--- src/rtl/uart_tx_param.sv ---
// uart_tx_param: parametrised UART transmitter.
// Serialises one word per valid/ready handshake, LSB first, as
// start bit, DATA_W data bits, optional parity bit and STOP_BITS stop bits.
// The bit period (baud_div clock cycles, 0 and 1 both mean 1) is latched
// when a word is accepted, so it can change between frames but not within one.
//
// Parameters:
//   DATA_W    data bits per frame (5..9)
//   PARITY    0 none, 1 odd, 2 even
//   STOP_BITS 1 or 2
//   DIV_W     width of the baud divisor
// Ports:
//   clk        system clock, rising edge
//   rst        asynchronous active-high reset
//   baud_div   clock cycles per bit, sampled on accept
//   tx_data    word to transmit
//   tx_valid   word available
//   tx_ready   block can accept a word (IDLE only)
//   tx         serial line, idles high, registered
//   busy       high outside IDLE, registered
//   done       one-cycle pulse in the last cycle of the final stop bit
//   state_dbg  current state encoding
module uart_tx_param #(
  parameter int DATA_W    = 8,
  parameter int PARITY    = 0,
  parameter int STOP_BITS = 1,
  parameter int DIV_W     = 16
) (
  input  logic              clk,
  input  logic              rst,
  input  logic [DIV_W-1:0]  baud_div,
  input  logic [DATA_W-1:0] tx_data,
  input  logic              tx_valid,
  output logic              tx_ready,
  output logic              tx,
  output logic              busy,
  output logic              done,
  output logic [2:0]        state_dbg
);

  typedef enum logic [2:0] {
    S_IDLE   = 3'd0,
    S_START  = 3'd1,
    S_DATA   = 3'd2,
    S_PARITY = 3'd3,
    S_STOP   = 3'd4
  } state_t;

  localparam logic [3:0]       LAST_DATA = 4'(DATA_W - 1);
  localparam logic [3:0]       LAST_STOP = 4'(STOP_BITS - 1);
  localparam logic [DIV_W-1:0] DIV_ONE   = DIV_W'(1);

  state_t state_q, state_d;

  logic [DIV_W-1:0]  div_q, div_eff;
  logic [DIV_W-1:0]  cnt_q, cnt_d;
  logic [3:0]        bit_q, bit_d;
  logic [DATA_W-1:0] shreg_q, shreg_d;
  logic              par_q, par_d;
  logic              tx_q, tx_d;
  logic              busy_q, busy_d;
  logic              done_q, done_d;
  logic              accept, bit_end;

  assign tx_ready  = (state_q == S_IDLE);
  assign accept    = tx_valid & tx_ready;
  assign div_eff   = (div_q == '0) ? DIV_ONE : div_q;
  assign bit_end   = (cnt_q == div_eff - DIV_ONE);
  assign tx        = tx_q;
  assign busy      = busy_q;
  assign done      = done_q;
  assign state_dbg = state_q;

  // State register.
  // NOTE: sequential blocks use non-blocking assignments so every register
  // samples the pre-edge values of the others.
  always_ff @(posedge clk or posedge rst) begin
    if (rst) state_q <= S_IDLE;
    else     state_q <= state_d;
  end

  // Next-state logic.
  // NOTE: every combinational output gets a default first so no latch is inferred.
  always_comb begin
    state_d = state_q;
    case (state_q)
      S_IDLE:   if (accept) state_d = S_START;
      S_START:  if (bit_end) state_d = S_DATA;
      S_DATA:   if (bit_end && bit_q == LAST_DATA)
                  state_d = (PARITY != 0) ? S_PARITY : S_STOP;
      S_PARITY: if (bit_end) state_d = S_STOP;
      S_STOP:   if (bit_end && bit_q == LAST_STOP) state_d = S_IDLE;
      default:  state_d = S_IDLE;
    endcase
  end

  // Datapath next values: baud and bit counters restart on every state
  // entry; the shift register and parity are loaded only on accept.
  always_comb begin
    cnt_d   = cnt_q + DIV_ONE;
    bit_d   = bit_q;
    shreg_d = shreg_q;
    par_d   = par_q;
    if (state_q == S_IDLE || state_d != state_q || bit_end) cnt_d = '0;
    if (state_d != state_q)
      bit_d = '0;
    else if (bit_end && (state_q == S_DATA || state_q == S_STOP))
      bit_d = bit_q + 4'd1;
    if (accept) begin
      shreg_d = tx_data;
      par_d   = (PARITY == 1) ? ~^tx_data : ^tx_data;
    end else if (state_q == S_DATA && bit_end) begin
      shreg_d = shreg_q >> 1;
    end
  end

  // Output decode from the next state, so that the registered outputs line
  // up with the state they belong to (tx falls in the first START cycle and
  // done marks the last cycle of the final stop bit).
  always_comb begin
    tx_d = 1'b1;
    case (state_d)
      S_START:  tx_d = 1'b0;
      S_DATA:   tx_d = shreg_d[0];
      S_PARITY: tx_d = par_d;
      default:  tx_d = 1'b1;
    endcase
    busy_d = (state_d != S_IDLE);
    done_d = (state_d == S_STOP) && (cnt_d == div_eff - DIV_ONE) &&
             (bit_d == LAST_STOP);
  end

  // Output registers. tx resets straight to the mark level so an aborted
  // frame never leaves a stray low on the line.
  always_ff @(posedge clk or posedge rst) begin
    if (rst) begin
      tx_q   <= 1'b1;
      busy_q <= 1'b0;
      done_q <= 1'b0;
    end else begin
      tx_q   <= tx_d;
      busy_q <= busy_d;
      done_q <= done_d;
    end
  end

  // Datapath registers.
  always_ff @(posedge clk or posedge rst) begin
    if (rst) begin
      div_q   <= '0;
      cnt_q   <= '0;
      bit_q   <= '0;
      shreg_q <= '0;
      par_q   <= 1'b0;
    end else begin
      if (accept) div_q <= baud_div;
      cnt_q   <= cnt_d;
      bit_q   <= bit_d;
      shreg_q <= shreg_d;
      par_q   <= par_d;
    end
  end

endmodule
--- config.mk ---
export PLATFORM = sky130hd
export DESIGN_NAME = uart_tx_param
export DESIGN_NICKNAME = d
export VERILOG_FILES = /design/src/rtl/uart_tx_param.sv
export SDC_FILE = /design/constraint.sdc
export NUM_CORES = 1
export LEC_CHECK = 0
export BUFFER_PORTS_ARGS = -buffer_cell sky130_fd_sc_hd__buf_2
export CORE_ASPECT_RATIO = 0.6
export CORE_MARGIN = 5
export CORE_UTILIZATION = 60
export CTS_BUF_LIST = sky130_fd_sc_hd__clkbuf_4
export CTS_CLUSTER_DIAMETER = 200
export DETAILED_ROUTE_END_ITERATION = 8
export PLACE_DENSITY = 0.83
export SYNTH_ARGS = -nofsm -noshare
export SYNTH_HDL_FRONTEND = slang
export SYNTH_SLANG_ARGS = --single-unit
--- constraint.sdc ---
create_clock -name clk -period 4.9 [get_ports clk]
set_input_delay 0.245 -clock clk [delete_from_list [all_inputs] [get_ports clk]]
set_output_delay 0.245 -clock clk [all_outputs]
set_load 0.1 [all_outputs]
# --- Yosys cells after proc, flatten, opt, wreduce, memory -nomap -nowiden ---
# Index checks and enable logic that the tools add are counted.
word_totals:
  regBits: 51
  input_bits: 27
  output_inout_bits: 7
classes:
  n_addsub: 3
  eq_ne: 12
  muxes: 14
  n_bitwise: 1
  reduce_logical: 16
op_table:
  columns: ["cell", "n"]
  rows:
  - ["16-bit == test", 2]
  - ["16-bit 2-to-1 mux", 2]
  - ["16-bit by 1-bit adder with 16-bit output (second input constant)", 1]
  - ["16-bit logical NOT", 1]
  - ["8-bit 2-to-1 mux", 2]
  - ["16-bit by 1-bit subtractor with 16-bit output (second input constant)", 1]
  - ["3-bit 2-to-1 mux", 5]
  - ["3-bit one-hot mux with 5 select lines", 1]
  - ["3-bit by 2-bit == test with 1-bit output (second input constant)", 4]
  - ["4-bit logical NOT", 2]
  - ["4-bit 2-to-1 mux", 2]
  - ["8-bit parity", 1]
  - ["3-bit by 1-bit == test with 1-bit output (second input constant)", 2]
  - ["3-bit == test (second input constant)", 2]
  - ["1-bit logical AND", 6]
  - ["4-bit by 1-bit adder with 4-bit output (second input constant)", 1]
  - ["4-bit by 3-bit == test with 1-bit output (second input constant)", 1]
  - ["3-bit logical NOT", 1]
  - ["1-bit logical OR", 3]
  - ["3-bit != test", 1]
  - ["1-bit one-hot mux with 3 select lines", 1]
  - ["3-bit nonzero test", 1]
  - ["2-bit nonzero test", 1]
  - ["1-bit bitwise AND", 1]
  - ["1-bit 2-to-1 mux", 1]

# --- Longest topological paths before layout ---
logic_depth:
  ltp_word: 14
  ltp_mapped: 18
  depth_no_buf: 13

# --- Worst setup path after synthesis ---
# No wires, ideal clock.
synth_path:
  path_kind: "reg2reg"
  start: "reg state_q[2], in the netlist state_dbg[2]"
  end: "reg div_q[3]"
  setup_time_ns: 0.066
  arrival_time_ns: 4.389
  setup_slack_ns: 0.445
  stages_incl_launch_ff: 9
  path_cell_list: "dfrtp_1 clkbuf_1 nor3_1 and2_1 clkbuf_1 clkbuf_1 clkbuf_1 nand2_1 nand2_1"
synth_via:
  elab_chain_len: 2
synth_rtl:
  columns: ["item", "line", "text"]
  rows:
  - ["start, declared", "53", "state_t state_q, state_d;"]
  - ["start signal, assigned", "79", "else state_q <= state_d;"]
  - ["3-bit logical NOT", "65", "assign tx_ready = (state_q == S_IDLE);"]
  - ["net tx_ready", "34", "output logic tx_ready,"]
  - ["1-bit bitwise AND", "66", "assign accept = tx_valid & tx_ready;"]
  - ["end signal, assigned", "156", "if (accept) div_q <= baud_div;"]
  - ["end, declared", "55", "logic [DIV_W-1:0] div_q, div_eff;"]
# The timed path passes the listed nets, and every way through them passes these cells.
# A chain may end at the register's enable or synchronous reset.

# --- Worst setup path after layout ---
layout_path:
  start: "reg div_q[12]"
  end: "reg done_q, in the netlist done"
layout_via:
  elab_chain_len: 14
  elab_cells_between_ends: 23
  cone_classes: "add/sub (1); eq/ne (4); mux (9); reduce/logical (9)"
layout_rtl:
  columns: ["item", "line", "text"]
  rows:
  - ["16-bit logical NOT", "67", "assign div_eff = (div_q == '0) ? DIV_ONE : div_q;"]
  - ["16-bit 2-to-1 mux (*)", "67", null]
  - ["16-bit by 1-bit subtractor with 16-bit output (*)", "68, 129", null]
  - ["16-bit == test", "68", "assign bit_end = (cnt_q == div_eff - DIV_ONE);"]
  - ["1-bit logical AND, on equally long branches", "92, 89", null]
  - ["3-bit 2-to-1 mux, on equally long branches", "92, 89", null]
  - ["3-bit one-hot mux with 5 select lines", "86", "case (state_q)"]
  - ["3-bit != test", "104, 105", null]
  - ["1-bit logical OR (2 in a row)", "104", "if (state_q == S_IDLE || state_d != state_q || bit_end) cnt_d = '0;"]
  - ["16-bit 2-to-1 mux", "104", null]
  - ["16-bit == test", "129", "done_d = (state_d == S_STOP) && (cnt_d == div_eff - DIV_ONE) &&"]
  - ["1-bit logical AND", "129", null]
  - ["1-bit logical AND (*)", "129", null]
  - ["net done_d", "62", "logic done_q, done_d;"]
  - ["end signal, assigned", "143", "done_q <= done_d;"]
  - ["end, declared", "62", null]
# The timed path passes the listed nets; every way through them passes the cells marked *.

==> run_results.csv <==
group,metric,value,unit
global_route,grt_max_degree,52,
power,seq_power_share,58.7,%
worst_setup_path,r2r-start,"div_q[12]",
worst_hold_path,hp-class,"in -> reg",
timing,clock.fmax,0.216,GHz
worst_setup_path,worst-setup-path-type,"reg -> reg",
yosys,yosysWarnings,0,
yosys,yosysSeqAreaShare,32.3,%
clock_tree,clock_path_buffers,2,
timing,holdWs,-0.00321,ns
outcome,violations,"hold timing",
yosys,yosysUniqueCellTypes,75,
power,p_clk_share,37.0,%
yosys,synth_cells,472,
routing,drc_errors,0,
timing,max_slew_margin,28.1,%
clock_tree,cts_inserted_buffers,5,
clock_tree,clkTransAtPathRegs,0.16,ns
yosys,synth_edf_count,0,
die,die_w,115,um
routing,num_vias,3790,
outcome,status,"complete, but fails checks",
timing,hold_violations,4,
global_route,antenna_found_initial,0,
yosys,synth_nets,503,
worst_setup_path,endpoint_kind,"flop",
timing,fin_tns_setup,0,ns
clock_tree,root_buffer,"clkbuf_4",
die,rows,22,
yosys,synth_ff_type,"dfrtp_1",
die,die_y,72.9,um
clock_tree,clk_latency,0.43,ns
routing,drt_pre_antenna_iters,5,
timing,rsz0062_at_grt,"no",
routing,drt_iter0_markers,440,
timing,period_share,94.6,%
power,power_density,169,nW/um2
power,combPwrFrac,4.3,%
timing,maxSlewViolCount,0,
placement,io_buffers,33,
clock_tree,tritoncts,"built",
clock_tree,cts.sinks,51,
placement,dpl_cell_area,4150,um2
timing,skew,0.00792,ns
layout,drive_gt1_share,15.4,%
routing,avgRoutedWirePerCell,20.8,um
worst_setup_path,r2r_end,"done",
worst_setup_path,cp.required,5.24,ns
placement,gp_congestion,0.976,
layout,n_antenna_cell,0,
timing,period_minus_slack,4.63,ns
power,p_leak,0.00183,uW
power,swShare,24.3,%
yosys,async_flop_share,100,%
routing,wl,12.0,mm
yosys,avgSynthCellArea,8.37,um2
die,core_area,6250,um2
die,dieArea,8360,um2
worst_setup_path,endpoint,"done",
global_route,gr-usage-all-layers,29.8,%
worst_setup_path,crit_path_start_kind,"flop",
layout,fillers,528,
timing,setup_viol,0,
routing,via_per_inst,6.56,
run,drv_cap,0,
global_route,grt_pass1_wl,19.0,mm
layout,design_area,4250,um2
worst_setup_path,crit_chain,"nor4_1 -> buf_4 -> and3_1 -> a21oi_1 -> ha_1 -> or3b_1 -> buf_4 -> o32ai_1 -> nand4_1 -> nor4_1 -> nand4b_2 -> or4_4 -> a22oi_2 -> o2111ai_1 -> nor4_2",
worst_setup_path,crit_arrival,4.97,ns
die,start_util,63.2,%
timing,tightest_slew,1.08,ns
worst_setup_path,cp-startpoint,"div_q[12]",
worst_setup_path,reg2reg_slack,0.27,ns
die,io-pin-count,34,
yosys,syn-cell-area,3950,um2
clock_tree,h-tree-depth,2,
yosys,synth-seq-cells,51,
global_route,grt_remaining_overflow,0,
worst_setup_path,critPathMaxStageDelay,0.66,ns
routing,ant_nets,0,
power,vdd_ir_drop_max,143,uV
layout,final_nets,524,
worst_setup_path,crit_fanout,14,
placement,place_hpwl,9.20,mm
worst_setup_path,rr_worst_depth,15,
power,p_int,543,uW
worst_setup_path,slowest_stage,"or4_4",
layout,syn2layout_area_growth,7.60,%
global_route,grt_pass1_vias,3505,
power,p_sw,174,uW
-- registers in the layout, summed over array words and instances (netlist names) --
| signal | count |
|---|---|
| div_q | 16 |
| par_q | 1 |
| state_dbg | 3 |
| busy | 1 |
| shreg_q | 8 |
| tx | 1 |
| cnt_q | 16 |
| done | 1 |
| bit_q | 4 |
-- cell type report --
class / count / area (um2) / share of cell area, %
Multi-Input combinational cell: 379 / 2490 / 58.5
Sequential cell: 51 / 1280 / 30.1
Timing Repair Buffer: 45 / 258 / 6.06
Tap cell: 84 / 105 / 2.47
Clock inverter: 3 / 43.8 / 1.03
Inverter: 11 / 41.3 / 0.971
Clock buffer: 5 / 37.5 / 0.883
-- worst min-delay path by stage --
stage / start / endpoint / slack, ns / cells after the start
after global placement: baud_div[3] / div_q[3] / 0.43 / 3
after detailed placement: baud_div[0] / div_q[0] / 0.44 / 3
after floorplan: baud_div[0] / div_q[0] / 0.35 / 2
final: baud_div[15] / div_q[15] / -0.003 / 3
after global routing: baud_div[2] / div_q[2] / 0.01 / 3
after CTS: baud_div[11] / div_q[11] / 0.002 / 3
-- cell usage after synthesis (all sizes together), types with 5 or more instances --
| cell type | n | area, um2 |
|---|---|---|
| a211oi | 5 | 47.5 |
| a21oi | 12 | 60.1 |
| a22oi | 7 | 57.6 |
| and2 | 10 | 62.6 |
| buf | 9 | 66.3 |
| clkbuf | 22 | 82.6 |
| dfrtp | 50 | 1250 |
| inv | 11 | 41.3 |
| mux2i | 5 | 50.1 |
| nand2 | 77 | 292 |
| nand2b | 6 | 37.5 |
| nand3 | 18 | 90.1 |
| nand4 | 12 | 75.1 |
| nor2 | 33 | 124 |
| nor3 | 15 | 75.1 |
| nor4 | 13 | 115 |
| o211ai | 5 | 37.5 |
| o21ai | 21 | 105 |
| o31ai | 6 | 45.0 |
| or3 | 9 | 56.3 |
| or4 | 8 | 67.6 |
| xnor2 | 27 | 236 |
| xor2 | 20 | 175 |
-- per-stage QoR --
stage / instances / total power, uW / setup slack, ns / util, %
CTS: 578 / 718 / 0.265 / 67.9
global placement: 569 / 459 / 0.594 / 66.5
finish: 578 / 717 / 0.265 / 68.0
floorplan: 472 / 445 / 0.445 / -
detailed placement: 569 / 460 / 0.301 / 66.5
global route: 578 / 741 / 0.178 / 68.0
-- critical path: cells and delay by family, from the launching register on --
kind	cells	cell delay (ns)
buf+inv	2	0.36
compound gates	4	0.69
flops	1	0.62
fa+ha+maj	1	0.27
simple gates	8	2.59
-- cells by family (layout without fill, tap and decap cells) --
| kind of cell | after synthesis | in the layout | synth area share (%) |
|---|---|---|---|
| AO/OA/AOI/OAI | 89 | 89 | 16.6 |
| AND/OR/NAND/NOR | 230 | 230 | 31.5 |
| XOR/XNOR | 49 | 49 | 11.6 |
| buffers and inverters | 42 | 64 | 4.81 |
| adder cells (fa/ha/maj) | 4 | 4 | 1.27 |
| multiplexers | 7 | 7 | 1.84 |
| flip-flops | 51 | 51 | 32.3 |
-- power groups by stage --
stage | logic [uW] | clock network [uW] | registers (uW)
6_report | 31.1 | 265 | 421
5_1_grt | 36.0 | 284 | 421
4_1_cts | 31.9 | 265 | 421
3_5_place_dp | 30.9 | 0 | 429
3_3_place_gp | 30.5 | 0 | 429
2_1_floorplan | 15.7 | 0 | 429
-- cell usage in the layout (no fill, tap or decap), types with 6 or more instances in the layout --
cell      netlist  routed
nand2_1        76      76
dfrtp_1        50      50
nor2_1         33      33
buf_2           5      33
xnor2_1        27      27
xor2_1         20      20
nand3_1        18      18
nor3_1         15      15
o21ai_0        15      15
a21oi_1        12      12
nand4_1        12      12
buf_4           1      11
and2_1         10      10
inv_1          11      10
nor4_1          9       9
or3_1           9       9
or4_1           6       6
nand2b_1        6       6
o31ai_1         6       6
o21ai_1         6       6
a22oi_1         6       6
-- layer usage --
| layer | up-vias | wire length (um) | global-route usage (%) |
|---|---|---|---|
| met5 | - | 0 | 0 |
| met4 | 0 | 165 | 6.25 |
| met3 | 17 | 1340 | 7.46 |
| met2 | 199 | 4700 | 39.9 |
| met1 | 1828 | 5800 | 47.6 |
| li1 | 1746 | - | - |
-- timing repair --
| item | CTS | global route |
|---|---|---|
| setup buffers | 0 | 0 |
| hold buffers | 1 | 0 |
| resized for setup | 0 | 1 |
| endpoints found under the hold margin | 1 | 0 |
| endpoints found under the setup margin | 0 | 2 |
No activity file was read; power rests on OpenSTA's default activity.
